==> src/rtl/inst_rom_loader_pkg.sv <==
// inst_rom_loader_pkg: shared constants and state encoding for the boot-time instruction ROM loader
package inst_rom_loader_pkg;

    // Reset polarity of the openmips core
    localparam logic RST_ENABLE  = 1'b1;
    localparam logic RST_DISABLE = 1'b0;

    // Instruction word width and default instruction memory depth (log2, in words)
    localparam int INST_BUS_W        = 32;
    localparam int INST_MEM_NUM_LOG2 = 17;

    typedef enum logic [2:0] {
        S_LEN,
        S_DATA,
        S_CSUM,
        S_DONE,
        S_ERR
    } state_t;

endpackage

==> src/rtl/inst_rom_loader_byte_packer.sv <==
// inst_rom_loader_byte_packer: assembles big-endian 32-bit words from a byte stream
//   clk, rst      : clock, asynchronous active-low reset
//   en            : a byte is accepted this cycle
//   byte_in       : the accepted byte
//   word          : current word with byte_in as its least significant byte
//   word_done     : en on the 4th byte of a word; word is complete this cycle
module inst_rom_loader_byte_packer
    import inst_rom_loader_pkg::*;
(
    input  logic                  clk,
    input  logic                  rst,
    input  logic                  en,
    input  logic [7:0]            byte_in,
    output logic [INST_BUS_W-1:0] word,
    output logic                  word_done
);

    logic [INST_BUS_W-9:0] sr;
    logic [1:0]            cnt;

    assign word      = {sr, byte_in};
    assign word_done = en && cnt == 2'd3;

    always_ff @(posedge clk or negedge rst) begin
        if (!rst) begin
            sr  <= '0;
            cnt <= '0;
        end else if (en) begin
            sr  <= {sr[INST_BUS_W-17:0], byte_in};
            cnt <= cnt + 2'd1;
        end
    end

endmodule

==> src/rtl/inst_rom_loader.sv <==
// inst_rom_loader: loads a framed byte stream into instruction memory and releases the CPU on a good checksum
//   clk, rst      : clock, asynchronous active-low reset
//   rx_data/valid : incoming byte stream; rx_ready accepts a byte on valid && ready
//   mem_we_o      : one-cycle write strobe per word, with mem_waddr_o / mem_wdata_o
//   cpu_rst_o     : active-high core reset, released the cycle after a verified load
//   done_o        : image loaded and verified
//   err_o         : frame rejected (oversize, bad checksum or timeout), sticky
module inst_rom_loader
    import inst_rom_loader_pkg::*;
#(
    parameter int ADDR_W  = INST_MEM_NUM_LOG2,
    parameter int TIMEOUT = 1000000,
    parameter int CNT_W   = 32
) (
    input  logic                  clk,
    input  logic                  rst,
    input  logic [7:0]            rx_data,
    input  logic                  rx_valid,
    output logic                  rx_ready,
    output logic                  mem_we_o,
    output logic [ADDR_W-1:0]     mem_waddr_o,
    output logic [INST_BUS_W-1:0] mem_wdata_o,
    output logic                  cpu_rst_o,
    output logic                  done_o,
    output logic                  err_o
);

    localparam int IDLE_W = $clog2(TIMEOUT + 1);
    // Largest accepted word count, one bit wider than the length so 2**ADDR_W is representable
    localparam logic [CNT_W:0] MAX_WORDS = {{CNT_W{1'b0}}, 1'b1} << ADDR_W;

    state_t                state;
    logic [1:0]            len_cnt;
    logic [CNT_W-1:0]      len;
    logic [CNT_W-1:0]      word_idx;
    logic [7:0]            xsum;
    logic [IDLE_W-1:0]     idle_cnt;
    logic                  accept;
    logic                  armed;
    logic                  timeout;
    logic [CNT_W-1:0]      new_len;
    logic [INST_BUS_W-1:0] word;
    logic                  word_done;

    assign accept  = rx_valid && rx_ready;
    assign new_len = {len[CNT_W-9:0], rx_data};
    // The idle timer only runs once a frame has started
    assign armed   = (state == S_LEN && len_cnt != 2'd0) || state == S_DATA || state == S_CSUM;
    assign timeout = armed && !accept && idle_cnt == IDLE_W'(TIMEOUT - 1);

    inst_rom_loader_byte_packer u_packer (
        .clk       (clk),
        .rst       (rst),
        .en        (accept && state == S_DATA),
        .byte_in   (rx_data),
        .word      (word),
        .word_done (word_done)
    );

    always_ff @(posedge clk or negedge rst) begin
        if (!rst) begin
            state       <= S_LEN;
            len_cnt     <= '0;
            len         <= '0;
            word_idx    <= '0;
            xsum        <= '0;
            idle_cnt    <= '0;
            rx_ready    <= 1'b0;
            mem_we_o    <= 1'b0;
            mem_waddr_o <= '0;
            mem_wdata_o <= '0;
            cpu_rst_o   <= RST_ENABLE;
            done_o      <= 1'b0;
            err_o       <= 1'b0;
        end else begin
            mem_we_o <= 1'b0;
            rx_ready <= state inside {S_LEN, S_DATA, S_CSUM};
            idle_cnt <= accept ? '0 : armed ? idle_cnt + 1'b1 : '0;
            if (accept && state != S_CSUM)
                xsum <= xsum ^ rx_data;
            if (timeout) begin
                state    <= S_ERR;
                rx_ready <= 1'b0;
                err_o    <= 1'b1;
            end else begin
                case (state)
                    S_LEN: if (accept) begin
                        len     <= new_len;
                        len_cnt <= len_cnt + 2'd1;
                        if (len_cnt == 2'd3) begin
                            if ({1'b0, new_len} > MAX_WORDS) begin
                                state    <= S_ERR;
                                rx_ready <= 1'b0;
                                err_o    <= 1'b1;
                            end else begin
                                state <= new_len == '0 ? S_CSUM : S_DATA;
                            end
                        end
                    end
                    S_DATA: if (word_done) begin
                        mem_we_o    <= 1'b1;
                        mem_wdata_o <= word;
                        mem_waddr_o <= word_idx[ADDR_W-1:0];
                        word_idx    <= word_idx + 1'b1;
                        if (word_idx == len - 1'b1)
                            state <= S_CSUM;
                    end
                    S_CSUM: if (accept) begin
                        rx_ready <= 1'b0;
                        if (rx_data == xsum) begin
                            state  <= S_DONE;
                            done_o <= 1'b1;
                        end else begin
                            state <= S_ERR;
                            err_o <= 1'b1;
                        end
                    end
                    S_DONE: cpu_rst_o <= RST_DISABLE;
                    default: ;
                endcase
            end
        end
    end

endmodule
==> config.mk <==
export PLATFORM = sky130hd
export DESIGN_NAME = inst_rom_loader
export DESIGN_NICKNAME = d
export VERILOG_FILES = /design/src/rtl/inst_rom_loader_pkg.sv /design/src/rtl/inst_rom_loader_byte_packer.sv /design/src/rtl/inst_rom_loader.sv
export SDC_FILE = /design/constraint.sdc
export NUM_CORES = 1
export LEC_CHECK = 0
export ABC_AREA = 0
export BUFFER_PORTS_ARGS = -buffer_cell sky130_fd_sc_hd__buf_2
export CAP_MARGIN = 30
export CORE_ASPECT_RATIO = 0.6
export CORE_MARGIN = 5
export CORE_UTILIZATION = 50
export CTS_BUF_LIST = sky130_fd_sc_hd__clkbuf_8
export DETAILED_ROUTE_END_ITERATION = 16
export PLACE_DENSITY_LB_ADDON = 0.05
export SYNTH_ARGS = -nofsm -noshare
export SYNTH_HDL_FRONTEND = slang
export SYNTH_SLANG_ARGS = --single-unit
==> constraint.sdc <==
create_clock -name clk -period 3.7 [get_ports clk]
set_input_delay 0.185 -clock clk [delete_from_list [all_inputs] [get_ports clk]]
set_output_delay 0.185 -clock clk [all_outputs]
set_load 0.01 [all_outputs]
Word level (Yosys, flattened, before mapping)
Index checks and enable logic that the tools add are counted.
- add/sub/neg operators: 5
- $mul: 0
- divide/modulo/power cells: 0
- order comparisons: 1
- eq/ne operators: 16
- shift-type cells: 0
- multiplexer cells: 28
- bitwise operators: 2
- reduce and logical (&&, ||, !) cells: 22
- operator list (kind ; number):
    two-way mux 20 bit ; 2
    adder 32 x 1 -> 32 bit (second input constant) ; 1
    == test 32 bit ; 1
    greater-than comparator 32 x 18 -> 1 bit (second input constant) ; 1
    logical NOT 32 bit ; 1
    subtractor 32 x 1 -> 32 bit (second input constant) ; 1
    two-way mux 3 bit ; 8
    adder 20 x 1 -> 20 bit (second input constant) ; 1
    == test 20 bit (second input constant) ; 1
    != test 3 x 2 -> 1 bit (second input constant) ; 5
    two-way mux 1 bit ; 14
    AND reduction 6 bit ; 2
    != test 3 bit (second input constant) ; 3
    one-hot mux 3 bit (3 select lines) ; 1
    == test 8 bit ; 1
    bitwise XOR 8 bit ; 1
    logical AND 1 bit ; 7
    == test 3 x 2 -> 1 bit (second input constant) ; 2
    AND reduction 3 bit ; 2
    nonzero test 3 bit ; 2
    adder 2 x 1 -> 2 bit (second input constant) ; 2
    == test 2 bit (second input constant) ; 2
    one-hot mux 1 bit (2 select lines) ; 2
    AND reduction 4 bit ; 1
    9 further kinds ; 10
- flip-flop bits (word level): 177
- bits in latches: 0
- RAM bits: 0
- bits in read-only memories: 0
- input bits: 11
- output and inout port bits: 54
- logic and storage cells: 89
- memories: 0

Logic depth before layout (Yosys ltp)
- word-level depth: 8
- depth in mapped cells: 10
- mapped depth without buffers: 9

By module
From an unflattened synthesis, not the netlist that was laid out.
- cells, all modules: 874
- area total of the unflattened synthesis: 8827.2 um^2
- by module, submodules not included (module ; times used ; cells each ; area each (um^2) ; seq. area each (um^2)):
    inst_rom_loader ; 1 ; 809 ; 7688.6 ; 3779.9
    inst_rom_loader_byte_packer ; 1 ; 65 ; 1138.6 ; 650.6

Worst setup path after synthesis
Ideal clock, no wire load.
- kind: register -> register
- from: register len[0]
- to: register state[0]
- library setup time: 0.123 ns
- arrival time: 2.449 ns
- required time: 3.577 ns
- setup slack: 1.128 ns
- stages on the path, launching flop included: 11
- path buffers: 1
- clock period less this slack: 2.572 ns
- cells stage by stage: dfrtp_1 > inv_1 > ha_1 > clkbuf_1 > or4b_2 > nor4_4 > a21o_1 > o211ai_1 > nor4_1 > and4_1 > o21ai_2
- word-level cells in the longest chain between the ends: 7
- elaborated cells on any way between the ends: 12
- those cells by class: add/sub (1); order compare (1); eq/ne (2); mux (6); reduce/logical (2)
- ends and longest elaborated chain (what ; RTL line ; RTL):
    start, declared ; inst_rom_loader.sv:34 ; logic [CNT_W-1:0] len;
    start signal, assigned ; inst_rom_loader.sv:88 ; len <= new_len;
    branches (longest 7 deep; another with subtractor 32 x 1 -> 32 bit) ; -- ;
    end signal, assigned ; inst_rom_loader.sv:96 ; state <= new_len == '0 ? S_CSUM : S_DATA;
    end, declared ; inst_rom_loader.sv:32 ; state_t state;
Parallel ways; which one is timed is not known. The select of a mux whose other input is x is not followed.
A chain may end at the register's enable or synchronous reset.

Final worst setup path
- from: register len[10]
- to: register state[0]
Same word-level chain as after synthesis.

==> results_dict.tcl <==
set metrics [dict create \
    tns_ns 0 \
    async_reset_ff_frac 1.00 \
    dr_total_vias 6356 \
    cts.sink_count 177 \
    synth_seq_cells 177 \
    reg2reg_from "len[10]" \
    synth_edf_count 0 \
    synth_area_per_cell_um2 10.3 \
    num_rows 37 \
    grt_first_pass_wirelength_um 34200 \
    synth.most_common_cell "nand2_1" \
    die_h_um 112 \
    cp-startpoint "len[10]" \
    firstDrtPassIters 4 \
    endpoint_kind "flip-flop" \
    diodes 0 \
    finalNetCount 926 \
    drt-total-wl_um 20400 \
    dieArea_mm2 0.0202 \
    whs_ns 0.301 \
    die_w_um 180 \
    netlist_instances 846 \
    ctsResizeCount 0 \
    powerDensity_mw_per_mm2 344 \
    core-area_mm2 0.0171 \
    cts_max_level 4 \
    status "finished, final reports clean" \
    path_clk_slew_ns 0.10 \
    fin_ws_ns 0.797 \
    yosys.area.top_type "dfrtp_1" \
    synth_warnings 0 \
    grt_max_degree 85 \
    yosysUniqueCellTypes 67 \
    gp_congestion 0.957 \
    finalNonFillerCells 1155 \
    area_growth_pct 11.5 \
    syn_nets 864 \
    place_area_mm2 0.00922 \
    drtIter0Drc 475 \
    viasPerCell 5.50 \
    fillCellCount 1534 \
    placedCellCount 1114 \
    synth_area_leaders "dfrtp_1 (51%), nand2_1 (8.5%), mux2_2 (7.0%)" \
    period_minus_slack_ns 2.90 \
    period_share 0.785 \
    initial_core_util 0.508 \
    seq_area_frac_synth 0.509 \
    finalClockSkew_ns 0.0172 \
    finalHoldViolCount 0 \
    drive_above_1_share 0.198 \
    grt_use_total 0.208 \
    worst_setup_path_start_kind "flip-flop" \
    antenna_found_initial 0 \
    cts_root_buffer "clkbuf_8" \
    p_leak_nw 4.87 \
    ys_top_cells_by_count "nand2_1 (197), dfrtp_1 (176), xnor2_1 (63), mux2_2 (54), xor2_1 (41)" \
    rsz0062_at_grt "false" \
    portBuffers 64 \
    worstHoldPathType "primary input to async pin" \
    fmax_ghz 0.344 \
    drc_errors 0 \
    grt_pass1_vias 6234 \
    relSlewSlack 0.405 \
    cts_buffers 17 \
    drv_slew 0 \
    crit_arrival_ns 3.23 \
    synth_top_area_frac 0.506 \
    dpl_worst_slack_ns 0.893 \
    ys.flop_type "dfrtp_1" \
    clk_latency_ns 0.45 \
    ir_drop_mv 0.184 \
    ant_nets 0 \
    cts_buffer_depth 2 \
    cp.required_ns 4.03 \
    io_pins 65 \
    post-cts-setup-buffer-count 0 \
    final-setup-viol-count 0 \
    critical_path_class "flip-flop to flip-flop" \
    cts_tree "done" \
    cap_violations 0 \
    cp_max_fo 10 \
    stdcell_area_mm2 0.00970 \
    tightestPinTransition_ns 0.886 \
    wl_per_cell_um 17.7 \
    synth_area_mm2 0.00870 \
    dp_hpwl_um 15000 \
    overflow 0 \
]
-- power breakdown --
group | switching [mW] | internal [mW] | leakage, nW
registers | 0 | 1.93 | 2.43
logic | 0.0504 | 0.0155 | 2.23
clock network | 0.722 | 0.612 | 0.213
total | 0.773 | 2.56 | 4.87
-- worst max-delay path: stages (launching register included) --
cell and delay, ns:
dfrtp_1 0.52, nor3_1 0.48, nand4_1 0.47, nor4_1 0.52
o21ai_0 0.20, nor4_1 0.28, and4_1 0.25, o21ai_2 0.05
-- cells in the final DEF, fill, tap and decap left out, types with 3 or more instances in the layout --
cell type      Yosys  final
inv_8              0      3
nand4b_1           3      3
o21ai_0           12     12
o211ai_1           4      4
nor3b_1            6      6
clkinv_2           0      4
nor3_1            15     15
inv_6              0      3
or4_4              3      3
nand4_1           20     20
and3_1            15     15
o22ai_1            5      5
and2_1             4      4
xor2_1            41     41
or4_1              3      3
nor2_1            37     36
buf_2              5     63
buf_4              0      8
xnor2_1           63     63
nor4_1            17     17
nor2b_1            6      6
a21oi_1            9      9
dfrtp_1          176    176
dlygate4sd3_1      0      9
ha_1               7      7
inv_1             11     13
or3_1              8      8
nor4b_1            7      7
nor4_2             3      3
clkbuf_8           0     17
o31a_1             4      4
and4_1            10     10
mux2_2            54     54
nand2_1          197    196
nand3_1           21     21
nor4_4             3      3
-- path summary, 6_finish.rpt --
kind / slack (ns) / depth (start not counted) / to
setup / recovery: 0.80 / 7 / state[0]
hold / removal: 0.30 / 2 / mem_wdata_o[8]
setup reg to reg: 0.80 / 7 / state[0]
hold reg to reg: 0.47 / 1 / cpu_rst_o
max in group asynchronous: 2.34 / 3 / u_packer.sr[6]
min in group clk: 0.33 / 4 / done_o
-- registers in the layout, summed over array words and instances, names as in the netlist --
name / flops
len: 32
mem_wdata_o: 32
word_idx: 32
u_packer.sr: 24
idle_cnt: 20
mem_waddr_o: 17
xsum: 8
state: 3
len_cnt: 2
u_packer.cnt: 2
cpu_rst_o: 1
done_o: 1
err_o: 1
mem_we_o: 1
rx_ready: 1
-- cell families (layout without fill, tap and decap cells) --
logic type / after synthesis / count (layout) / synth area share
adder cells (fa/ha/maj): 7 / 7 / 0.0101
AND/OR/NAND/NOR: 389 / 389 / 0.228
buffers and inverters: 50 / 125 / 0.0240
XOR/XNOR: 104 / 104 / 0.105
flip-flops: 177 / 177 / 0.509
multiplexers: 57 / 57 / 0.0735
AO/OA/AOI/OAI: 62 / 62 / 0.0501
-- metal layers --
layer  part of all wire  GRT usage
met1               0.54      0.345
met2               0.39      0.271
met3              0.065     0.0499
met4             0.0073     0.0448
met5                  0          0
-- per-stage QoR --
stage           util  power [mW]
3_3_place_gp   0.538        2.03
2_1_floorplan      -        1.98
3_5_place_dp   0.538        2.03
4_1_cts        0.566        3.38
6_report       0.566        3.33
5_1_grt        0.566        3.47
-- final cells by class --
cell class | instances | area (um2) | share of cell area
Clock inverter | 15 | 156 | 0.0161
Inverter | 12 | 45.0 | 0.00464
Tap cell | 234 | 293 | 0.0302
Timing Repair Buffer | 81 | 477 | 0.0492
Sequential cell | 177 | 4430 | 0.457
Clock buffer | 17 | 234 | 0.0241
Multi-Input combinational cell | 619 | 4060 | 0.419
-- what timing repair did --
action                     CTS  global route
setup endpoints to repair    0             0
hold endpoints to repair    88             0
hold buffers                 9             0
(Power assumes the default switching activity.)
